$ cat config.mk
export PLATFORM = sky130hd
export DESIGN_NAME = alu_16_bits
export DESIGN_NICKNAME = d
export VERILOG_FILES = /design/src/rtl/alu_16_bits.sv
export SDC_FILE = /design/constraint.sdc
export NUM_CORES = 1
export LEC_CHECK = 0
export CAP_MARGIN = 20
export CORE_ASPECT_RATIO = 1.25
export CORE_MARGIN = 2
export CORE_UTILIZATION = 40
export CTS_CLUSTER_DIAMETER = 150
export DETAILED_ROUTE_END_ITERATION = 8
export PLACE_DENSITY_LB_ADDON = 0.25
export SETUP_SLACK_MARGIN = 0.2
export SYNTH_ARGS = -nofsm -noshare
export SYNTH_HDL_FRONTEND = slang
export SYNTH_SLANG_ARGS = --single-unit
$ cat constraint.sdc
create_clock -name CLK -period 7 [get_ports CLK]
set_input_delay 1.4 -clock CLK [delete_from_list [all_inputs] [get_ports CLK]]
set_output_delay 1.4 -clock CLK [all_outputs]
set_load 0.05 [all_outputs]
$ cat src/rtl/alu_16_bits.sv
// rtl/alu_16_bits.sv - 16-bit add/subtract ALU with combinational NZVC flags and a captured flag register
module alu_16_bits (
  input  logic        CLK,
  input  logic        RST_N,
  input  logic [15:0] A,
  input  logic [15:0] B,
  input  logic        ALU_CTRL,
  input  logic        Cin_Ctrl,
  input  logic        FLAG_WE,
  output logic [15:0] S,
  output logic [3:0]  NZVC,
  output logic [3:0]  NZVC_Q
);

  logic [15:0] w_bx;
  logic        w_cin;
  logic [16:0] w_sum;
  logic        w_n;
  logic        w_z;
  logic        w_v;
  logic        w_c;
  logic [3:0]  r_nzvc_q;

  // Subtract is A + ~B + 1; Cin_Ctrl flips the carry-in to give add-with-carry / subtract-with-borrow.
  assign w_bx  = B ^ {16{ALU_CTRL}};
  assign w_cin = ALU_CTRL ^ Cin_Ctrl;
  assign w_sum = {1'b0, A} + {1'b0, w_bx} + {16'h0000, w_cin};

  assign S = w_sum[15:0];

  assign w_n = w_sum[15];
  assign w_z = (w_sum[15:0] == 16'h0000);
  assign w_v = (A[15] == w_bx[15]) && (w_sum[15] != A[15]);
  // Raw carry-out: in subtract mode C=1 means no borrow.
  assign w_c = w_sum[16];

  assign NZVC = {w_n, w_z, w_v, w_c};

  always_ff @(posedge CLK or negedge RST_N) begin
    if (!RST_N) begin
      r_nzvc_q <= 4'b0000;
    end else if (FLAG_WE) begin
      r_nzvc_q <= NZVC;
    end
  end

  assign NZVC_Q = r_nzvc_q;

endmodule

==> results.md <==
- The flow ran to the end, and the final reports show no timing, DRC or antenna violations.
- The total wirelength of the detailed-routed design is 3090 um.
- The initial antenna violation count was 0.
- In this run the tool buffered the top-level ports with 60 buffer cells.
- The proportion of synthesized flip-flops having asynchronous set or reset is 1.00.
- The number of global-route vias before repair came to 1,270.
- The kind of cell adding the most delay to the critical path is buffers and inverters.
- For this run, the slowest stage of the critical path takes 0.53 ns.
- The net count after synthesis is 196.
- The maximum level of the CTS H-tree is 1.
- The number of clock buffers added by TritonCTS is 3.
- The number of nets in the layout is 257.
- In this run the post-CTS setup repair buffer count came out at 0.
- Measured against its own limit, the worst slew margin works out to 0.605.
- The number of cells produced by synthesis is 142.
- After the first detailed-routing iteration, the DRC count stood at 11.
- The initial core utilization is 0.423.
- The final number of setup-violating endpoints is 0.
- The via density per instance is 5.31.
- The floorplan die height is 63.8 um.
- The final count of hold timing violations is 0.
- The part of the cycle the worst path needs is 0.893.
- Across all layers, the routed design uses 1,247 vias.
- The worst setup path is launched from a primary input.
- The total count of max-transition violations in the final report is 0.
- The worst path needs 6.25 ns of the cycle, external delays included.
- The mean instance size in the synthesized netlist is 8.07 um2.
- The signal on the critical path passes through clkdlybuf4s50_1, buf_4, xor2_1, inv_1, fa_1, nor2b_1, o22ai_1, xnor2_1, a2111oi_4, o211ai_1, or4_1, nor4_2, and2_1, buf_12.
- For the final database, setup skew stands at 0 ns.
- After legalization and detailed placement, the total HPWL measured 2670 um.
- For this design, the sink count on the clock tree is 4.
- In the post-synthesis netlist, the biggest area contributors are ha_1 16%, xor2_1 15%, dfrtp_1 8.7%.
- The signed area change from the synthesized netlist to the final layout is 55.9%.
- The critical path required time is 5.60 ns.
- The register with the most flip-flops in the layout has 4 of them.
- The area share of the leading cell type in the synthesized netlist is 0.164.
- Derived from the worst setup path, the maximum achievable clock frequency is 0.160 GHz.
- The analysis attributes to cell leakage a power of 0.000774 uW.
- The sequential-to-total area share from yosys stat is 0.0873.
- For this run, the number of Yosys warnings is 0.
- The largest buffer count on any clock path is 2.
- The global-route wire length before repair is 5140 um.
- The share of post-route cells with drive strength above 1 is 0.0945.
- Summed over all layers, the global routing overflow is 0.
- Of all cell types, the one taking the most synthesized area is ha_1.
- The floorplan step defined a core boundary enclosing 0.00271 mm2.
- In this run the remaining antenna-violating nets after routing total 0.
- TritonCTS built the clock tree.
- The number of synthesized flops with an enable pin is 0.
- Among all flip-flop cells after synthesis, the most frequent one is dfrtp_1.
- The worst-case IR drop observed on VDD is 0.000174 V.
- The number of ports placed on the die boundary is 61.
- For the worst setup path, the data arrival time is 4.85 ns.
- Setup repair after global routing left no endpoint under its margin.
- By startpoint and endpoint, the worst setup path is classified as in2out.
- The number of register bits inferred by synthesis is 4.
- Of all nets on the critical path, the largest fanout is 15.
- The type of element capturing the critical path is an output pin.
- Post-CTS repair changed the size of 0 cells.
- Adding up every negative setup slack in the final design gives 0 ns.
- The worst hold-check path type is reg2reg.
- The synthesized cell area is 0.00115 mm2.
- The total buffers and inverters traversed by the critical path is 4.
- The floorplan step defined a die boundary enclosing 0.00331 mm2.
- Across the run, the number of max-cap violations was 0.
- For this run, the total global-route usage over all layers was measured as 0.196.
- The power per cell area is 248 mW/mm2.
- The clock insertion delay at the later pin of the skew report is 0.24 ns.
- The slew at the pin with the worst max-slew slack is 0.578 ns.
- The buffer cell driving the clock tree root is clkbuf_4.
- The congestion estimate from routability-driven global placement came to 0.768.
- At the placement stage, the worst setup path has a slack of 0.754 ns.
- The number of different library cells used by synthesis comes to 42.
- The clock slew seen by the registers of the worst setup and hold paths is 0.04 ns.
- The cell type of the slowest stage on the worst timing path is clkdlybuf4s50_1.
- The cell row count is 21.
- The routed length per instance is 13.2 um.
- The first TritonRoute pass finished after 4 iterations.
- After clock tree synthesis, the flow added hold-fix buffers numbering 0.
- For this run, design rule violations remaining after detail routing come to 0.
- The worst reg-to-reg setup slack is 6.22 ns.
- The final critical-path setup slack is 0.750 ns.
- The number of inserted diodes is 0.
- The die width is 51.9 um.
- Entering global routing, the biggest net connects 16 pins.
- The number of fill cells in the layout is 245.
## routing by layer
layer | part of all wire | global-route usage | routed length [um]
met5 | 0 | 0 | 0
met1 | 0.38 | 0.214 | 1190
met3 | 0.066 | 0.0257 | 203
met2 | 0.54 | 0.377 | 1680
met4 | 0.0061 | 0.0526 | 19
## layout make-up
cell class	count	area, um2	area share
Multi-Input combinational cell	125	986	0.552
Timing Repair Buffer	61	606	0.339
Clock buffer	3	22.5	0.0126
Sequential cell	4	100	0.0560
Inverter	8	30.0	0.0168
Tap cell	34	42.5	0.0238
## path summary, 6_finish.rpt
check / start / endpoint / cells after the start
min in group asynchronous: RST_N / NZVC_Q[2]$_DFFE_PN0P_ / 1
worst max register to register: NZVC_Q[2]$_DFFE_PN0P_ / NZVC_Q[2]$_DFFE_PN0P_ / 2
worst min-delay path: NZVC_Q[0]$_DFFE_PN0P_ / NZVC_Q[0]$_DFFE_PN0P_ / 1
worst min register to register: NZVC_Q[0]$_DFFE_PN0P_ / NZVC_Q[0]$_DFFE_PN0P_ / 1
max in group asynchronous: RST_N / NZVC_Q[1]$_DFFE_PN0P_ / 1
worst max-delay path: ALU_CTRL / NZVC[2] / 14
## kinds of logic (layout without fill, tap and decap cells)
group / Yosys count / after routing / share of synthesized area
multiplexers: 3 / 3 / 0.0295
flip-flops: 4 / 4 / 0.0873
adder cells (fa/ha/maj): 17 / 17 / 0.199
AO/OA/AOI/OAI: 35 / 35 / 0.218
buffers and inverters: 13 / 72 / 0.0524
AND/OR/NAND/NOR: 40 / 40 / 0.185
XOR/XNOR: 30 / 30 / 0.229
## synth_stat cells (all sizes together), types with 3 or more instances
library cell,instances
xor2,19
ha,15
a21oi,12
nor2,11
xnor2,11
nand2,10
inv,8
o21ai,6
dfrtp,4
a211oi,3
buf,3
mux2,3
o211ai,3
## per-stage QoR
step           hold WS (ns)  cell area [um2]   util  power, uW  cells
4_1_cts               0.516             1790  0.660        445    235
2_1_floorplan         0.867             1150      -        297    142
5_1_grt               0.534             1790  0.660        469    235
6_report              0.517             1790  0.660        443    235
3_3_place_gp          0.491             1760  0.652        408    232
3_5_place_dp          0.509             1760  0.652        413    232
## power breakdown
group,total (uW),internal (uW),switching (uW)
Clock,29.3,19.2,10.0
Combinational,383,137,246
Sequential,30.8,28.2,2.62
Total,443,184,258
## layout by cell type, fill, tap and decap left out, drive strengths merged, types with 3 or more instances in the layout
master and instances:
clkdlybuf4s50 54, xor2 19, ha 15, a21oi 12
xnor2 11, nor2 11, nand2 10, inv 8
buf 7, o21ai 6, dfrtp 4, o211ai 3
mux2 3, clkbuf 3, a211oi 3
Note: power is estimated with default switching activity, not from simulation.
